===== src/rtl/dmem_arbiter.sv =====
// dmem_arbiter: two-master arbiter for the shared DMEM port with write-pipeline hazard stalls and read response routing
module dmem_arbiter #(
  parameter int IDX_W = 8,
  parameter int DW = 32
) (
  input  logic          clk,
  input  logic          rst,
  input  logic          m0_rd_valid,
  input  logic [31:0]   m0_rd_addr,
  output logic          m0_rd_gnt,
  output logic          m0_rd_ready,
  output logic          m0_rd_err,
  output logic [DW-1:0] m0_rd_data,
  input  logic          m0_wr_valid,
  input  logic [31:0]   m0_wr_addr,
  input  logic [DW-1:0] m0_wr_data,
  input  logic [3:0]    m0_wr_strobe,
  output logic          m0_wr_gnt,
  input  logic          m1_rd_valid,
  input  logic [31:0]   m1_rd_addr,
  output logic          m1_rd_gnt,
  output logic          m1_rd_ready,
  output logic          m1_rd_err,
  output logic [DW-1:0] m1_rd_data,
  input  logic          m1_wr_valid,
  input  logic [31:0]   m1_wr_addr,
  input  logic [DW-1:0] m1_wr_data,
  input  logic [3:0]    m1_wr_strobe,
  output logic          m1_wr_gnt,
  output logic          dm_rd_valid,
  output logic [31:0]   dm_rd_addr,
  input  logic          dm_rd_ready,
  input  logic [DW-1:0] dm_rd_data,
  output logic          dm_wr_valid,
  output logic [31:0]   dm_wr_addr,
  output logic [DW-1:0] dm_wr_data,
  output logic [3:0]    dm_wr_strobe
);
  logic             r_wr_ptr, r_rd_ptr, r_hist_v, r_rsp_v, r_rsp_id;
  logic [IDX_W-1:0] r_hist_idx;
  logic             w_wg0, w_wg1, w_b0, w_b1, w_e0, w_e1, w_rg0, w_rg1, w_ok, w_bad;
  logic [IDX_W-1:0] w_widx;

  // write round-robin: the favoured master wins a tie
  always_comb begin
    w_wg0 = !rst && m0_wr_valid && (!r_wr_ptr || !m1_wr_valid);
    w_wg1 = !rst && m1_wr_valid && !w_wg0;
  end

  assign m0_wr_gnt    = w_wg0;
  assign m1_wr_gnt    = w_wg1;
  assign dm_wr_valid  = w_wg0 || w_wg1;
  assign dm_wr_addr   = w_wg1 ? m1_wr_addr : m0_wr_addr;
  assign dm_wr_data   = w_wg1 ? m1_wr_data : m0_wr_data;
  assign dm_wr_strobe = w_wg1 ? m1_wr_strobe : m0_wr_strobe;
  assign w_widx       = dm_wr_addr[IDX_W-1:0];

  // reads hitting a write still in the two-stage pipeline would see stale data, so they sit out arbitration
  always_comb begin
    w_b0  = (dm_wr_valid && m0_rd_addr[IDX_W-1:0] == w_widx) || (r_hist_v && m0_rd_addr[IDX_W-1:0] == r_hist_idx);
    w_b1  = (dm_wr_valid && m1_rd_addr[IDX_W-1:0] == w_widx) || (r_hist_v && m1_rd_addr[IDX_W-1:0] == r_hist_idx);
    w_e0  = !rst && m0_rd_valid && !w_b0;
    w_e1  = !rst && m1_rd_valid && !w_b1;
    w_rg0 = w_e0 && (!r_rd_ptr || !w_e1);
    w_rg1 = w_e1 && !w_rg0;
  end

  assign m0_rd_gnt   = w_rg0;
  assign m1_rd_gnt   = w_rg1;
  assign dm_rd_valid = w_rg0 || w_rg1;
  assign dm_rd_addr  = w_rg1 ? m1_rd_addr : m0_rd_addr;

  // route last cycle's read response (or its absence) to the master that issued it
  always_comb begin
    w_ok        = r_rsp_v && dm_rd_ready;
    w_bad       = r_rsp_v && !dm_rd_ready;
    m0_rd_ready = w_ok && !r_rsp_id;
    m1_rd_ready = w_ok && r_rsp_id;
    m0_rd_err   = w_bad && !r_rsp_id;
    m1_rd_err   = w_bad && r_rsp_id;
    m0_rd_data  = m0_rd_ready ? dm_rd_data : '0;
    m1_rd_data  = m1_rd_ready ? dm_rd_data : '0;
  end

  // rotation pointers move only on a grant; hazard history and outstanding read follow each cycle
  always_ff @(posedge clk or posedge rst) begin
    if (rst) begin
      r_wr_ptr   <= 1'b0;
      r_rd_ptr   <= 1'b0;
      r_hist_v   <= 1'b0;
      r_hist_idx <= '0;
      r_rsp_v    <= 1'b0;
      r_rsp_id   <= 1'b0;
    end else begin
      if (dm_wr_valid) r_wr_ptr <= w_wg0;
      if (dm_rd_valid) r_rd_ptr <= w_rg0;
      r_hist_v   <= dm_wr_valid;
      r_hist_idx <= w_widx;
      r_rsp_v    <= dm_rd_valid;
      r_rsp_id   <= w_rg1;
    end
  end
endmodule


===== config.mk =====
export PLATFORM = sky130hd
export DESIGN_NAME = dmem_arbiter
export DESIGN_NICKNAME = d
export VERILOG_FILES = /design/src/rtl/dmem_arbiter.sv
export SDC_FILE = /design/constraint.sdc
export NUM_CORES = 1
export LEC_CHECK = 0
export CAP_MARGIN = 20
export CORE_AREA = 4 4 158 160
export CTS_CLUSTER_SIZE = 16
export DETAILED_ROUTE_END_ITERATION = 12
export DIE_AREA = 0 0 162 164
export PLACE_DENSITY_LB_ADDON = 0.05
export SYNTH_ARGS = -nofsm -noshare
export SYNTH_HDL_FRONTEND = slang
export SYNTH_SLANG_ARGS = --single-unit

===== constraint.sdc =====
create_clock -name clk -period 3.6 [get_ports clk]
set_input_delay 0.72 -clock clk [delete_from_list [all_inputs] [get_ports clk]]
set_output_delay 0.72 -clock clk [all_outputs]
set_load 0.1 [all_outputs]

==> flow_summary_export.csv <==
group,metric,value,unit
detailed_routing,wirelength_routed,21900,um
placed_design,place_congestion,0.786,
timing,maxSlewHeadroom,0.672,
logic_synthesis,ys_ff_latch,13,
floorplan,core_area,23400,um2
cts,cts.root.buffer_cell,"sky130_fd_sc_hd__clkbuf_16",
floorplan,fp-row-count,56,
cts,tritoncts,"yes",
power_and_ir_drop,power.internal,1200,uW
worst_setup_path,worstSetupEndpointType,"output port",
logic_synthesis,postSynthCellCount,445,
logic_synthesis,synth_compound_gate_area_share,0.0863,
timing,fmaxAchievable,0.273,GHz
power_and_ir_drop,switchingPower,1380,uW
floorplan,start_util,0.117,
logic_synthesis,yosys.area.top_type_share,0.270,
logic_synthesis,syn_area_per_cell,6.15,um2
global_route,grt_start_max_net_pins,46,
status,failed_checks,"negative setup slack",
flow_run,max-cap-violations,0,
cts,holdBufCountCts,0,
timing,tightestPinTransition,492,ps
logic_synthesis,synthDominantAreaCellType,"sky130_fd_sc_hd__nand2_1",
hold_path,holdCritPathClass,"reg2reg",
detailed_routing,drtIter0Drc,141,
finish,final_nets,1152,
timing,clock_skews,1.35,ps
worst_setup_path,worst_setup_path_start_kind,"input port",
cts,maximum_buffer_depth_of_the_clock_tree,2,
timing,fin_ws,-69.4,ps
floorplan,dieHeight,164,um
worst_setup_path,worst-path-max-fanout,6,
power_and_ir_drop,power.clock.fraction,0.083,
worst_setup_path,cp_data_required_time,2880,ps
detailed_routing,route.vias.total,4725,
worst_setup_path,setup.worst_path.class,"in2out",
cts,clk_pin_slew_worst_paths,40,ps
timing,final-hold-violation-count,0,
detailed_routing,detail-route-antenna-nets,0,
global_route,global_route_wire_length_before_repair,30900,um
finish,area_growth_syn_to_layout,262,%
logic_synthesis,synth_top_family_by_area,"simple AND/OR/NAND/NOR gates",
finish,multi_input_area,2530,um2
logic_synthesis,synth_xor_xnor_area_share,0.0927,
logic_synthesis,synthTopCellsByCount,"197 x sky130_fd_sc_hd__nand2_1, 65 x sky130_fd_sc_hd__and2_1, 25 x sky130_fd_sc_hd__mux2_1",
timing,report.final.slew_viol_count,0,
power_and_ir_drop,irDropWorstVdd,0.118,mV
placed_design,post-place-cells,1217,
finish,regArea,325,um2
logic_synthesis,synth_simple_gate_area_frac,0.486,
status,run_status,"finished with violations",
global_route,global_routing_usage_summed_across_all_routing_layers,0.152,
timing,rsz0062_at_grt,"yes",
power_and_ir_drop,p_comb_frac,0.851,
finish,final_util,0.423,
power_and_ir_drop,cellPowerDensity,261,nW/um2
logic_synthesis,synth_ff_type,"sky130_fd_sc_hd__dfrtp_1",
detailed_routing,vias_per_cell,3.84,
logic_synthesis,yosys.cell_types.count,39,
timing,setup_viol,24,
global_route,vias_in_the_first_global_route,4782,
global_route,global_route.overflow_total,0,
placed_design,place.detailed.hpwl,19300,um
logic_synthesis,warnings_synthesis,0,
finish,drive_gt1_frac,0.366,
logic_synthesis,async_reset_ff_frac,1.00,
logic_synthesis,synth_edf_count,0,
floorplan,die_width,162,um
cts,worst_skew_pair.late_latency,240,ps
logic_synthesis,synthAdderAreaFrac,0,
floorplan,io_pins,413,
hold_path,worstHoldPathCells,2,
cts,clock_tree.htree_level_count,1,
floorplan,area_of_the_die,26600,um2
worst_setup_path,ff2ff_path_depth,11,
logic_synthesis,seq_total_area_yosys,0.119,
global_route,grt_antenna_before_repair,3,
timing,post-route-period-util,1.02,
power_and_ir_drop,power.sequential.fraction,0.066,
worst_setup_path,worst_setup_slack_for_register_to_register_paths,1310,ps
logic_synthesis,synth_nets,684,
placed_design,port-buffer-count,412,
worst_setup_path,worst_ep_arrival_time,2950,ps
finish,fillers,2294,
logic_synthesis,netlist_top_cells_area,"sky130_fd_sc_hd__nand2_1 27%, sky130_fd_sc_hd__and2_1 15%, sky130_fd_sc_hd__dfrtp_1 12%, sky130_fd_sc_hd__mux2_1 10%, sky130_fd_sc_hd__xor2_1 5.8%",
detailed_routing,drc,0,
cts,clkSinkCount,13,
timing,timing.final.crit_period,3670,ps
timing,holdWs,559,ps
detailed_routing,routed_wire_length_per_instance,17.7,um
logic_synthesis,synthMuxAreaShare,0.148,
timing,fin_setup_tns,-1200,ps
power_and_ir_drop,netSwitchingFraction,0.536,
cts,cts_inserted_buffers,3,
power_and_ir_drop,cellLeakagePower,0.00453,uW
logic_synthesis,synthesis.area,2740,um2
detailed_routing,drt-pass1-iter-count,4,
finish,finish.cell_count_without_fillers,1232,
logic_synthesis,post-synth-top-count-cell,"sky130_fd_sc_hd__nand2_1",
layer usage:
layer  vias to the layer above  wire (um)  track usage  part of all wire
li1                       2366          -            -                 -
met1                      2100       7420        0.154              0.34
met2                       241      12100        0.306              0.55
met3                        14       2110       0.0509             0.096
met4                         4        206       0.0227            0.0094
met5                         -         26            0            0.0012
cells by family after synthesis:
kind of cell              count (synthesis)
DFF                                      13
AOI/OAI and AO/OA                        30
buffers and inverters                    44
xor gates and xnor gates                 29
and+or+nand+nor                         293
muxes                                    36
registers in the layout (all words and copies together) (netlist names):
register / count
r_wr_ptr: 1
r_rsp_v: 1
r_rsp_id: 1
r_rd_ptr: 1
r_hist_idx: 8
r_hist_v: 1
through the flow:
stage | cell area [um2] | power [uW] | setup WS (ps)
floorplan | 2840 | 1340 | -181
global placement | 9460 | 2330 | -416
detailed placement | 9460 | 2330 | -488
CTS | 9880 | 2610 | -129
global route | 9910 | 2670 | -152
finish | 9910 | 2580 | -69.4
what timing repair did:
action,in CTS,in global routing
gates cloned,3,0
buffers inserted,7,1
setup endpoints to repair,36,33
pin swaps,17,13
gates resized for setup,107,21
final timing paths:
kind	from	endpoint
max	m0_rd_addr[7]	dm_rd_addr[6]
min	r_wr_ptr	r_wr_ptr
max reg2reg	r_wr_ptr	r_rsp_id
min reg2reg	r_wr_ptr	r_wr_ptr
max in group asynchronous	rst	r_wr_ptr
min in group asynchronous	rst	r_hist_idx[2]
placed cells by master, fill, tap and decap left out, types with 3 or more instances in the layout:
master and instances:
sky130_fd_sc_hd__inv_1 13, sky130_fd_sc_hd__buf_4 68, sky130_fd_sc_hd__dfrtp_1 13, sky130_fd_sc_hd__buf_6 3
sky130_fd_sc_hd__clkbuf_16 3, sky130_fd_sc_hd__mux2_4 26, sky130_fd_sc_hd__clkdlybuf4s15_2 3, sky130_fd_sc_hd__nand3_1 4
sky130_fd_sc_hd__o21ai_1 3, sky130_fd_sc_hd__clkdlybuf4s15_1 4, sky130_fd_sc_hd__o21ai_0 3, sky130_fd_sc_hd__inv_2 6
sky130_fd_sc_hd__xnor2_2 3, sky130_fd_sc_hd__clkbuf_2 5, sky130_fd_sc_hd__o22ai_1 4, sky130_fd_sc_hd__mux2i_4 4
sky130_fd_sc_hd__nor4_2 3, sky130_fd_sc_hd__xnor2_1 8, sky130_fd_sc_hd__nand2_1 197, sky130_fd_sc_hd__dlygate4sd2_1 17
sky130_fd_sc_hd__nor2_1 5, sky130_fd_sc_hd__buf_12 177, sky130_fd_sc_hd__nand4_1 4, sky130_fd_sc_hd__buf_16 3
sky130_fd_sc_hd__and2_1 65, sky130_fd_sc_hd__mux2_2 6, sky130_fd_sc_hd__xor2_1 17, sky130_fd_sc_hd__clkdlybuf4s50_1 204
power by group through the flow:
stage | sequential, uW | clock [uW] | combinational, uW
6_report | 172 | 213 | 2200
5_1_grt | 173 | 225 | 2270
4_1_cts | 171 | 221 | 2220
3_5_place_dp | 173 | 0 | 2160
3_3_place_gp | 173 | 0 | 2150
2_1_floorplan | 171 | 0 | 1170
worst max-delay path, cell delays in order:
cell and delay [ps]:
sky130_fd_sc_hd__dlygate4sd2_1 260, sky130_fd_sc_hd__xor2_1 160, sky130_fd_sc_hd__nor4_2 330, sky130_fd_sc_hd__nand4_1 140, sky130_fd_sc_hd__and3_4 180, sky130_fd_sc_hd__o21ai_4 70, sky130_fd_sc_hd__o2111ai_4 150, sky130_fd_sc_hd__buf_12 180
sky130_fd_sc_hd__buf_12 120, sky130_fd_sc_hd__buf_12 140, sky130_fd_sc_hd__mux2_4 320, sky130_fd_sc_hd__buf_12 170
final cells by class:
| cell class | instances | area share |
|---|---|---|
| antenna | 1 | 0.000253 |
| clock buffer | 4 | 0.00796 |
| inverter | 19 | 0.00720 |
| multi-input combinational | 388 | 0.256 |
| sequential | 13 | 0.0328 |
| tap | 319 | 0.0403 |
| timing repair buffer | 488 | 0.656 |
Note: power is estimated with default switching activity, not from simulation.
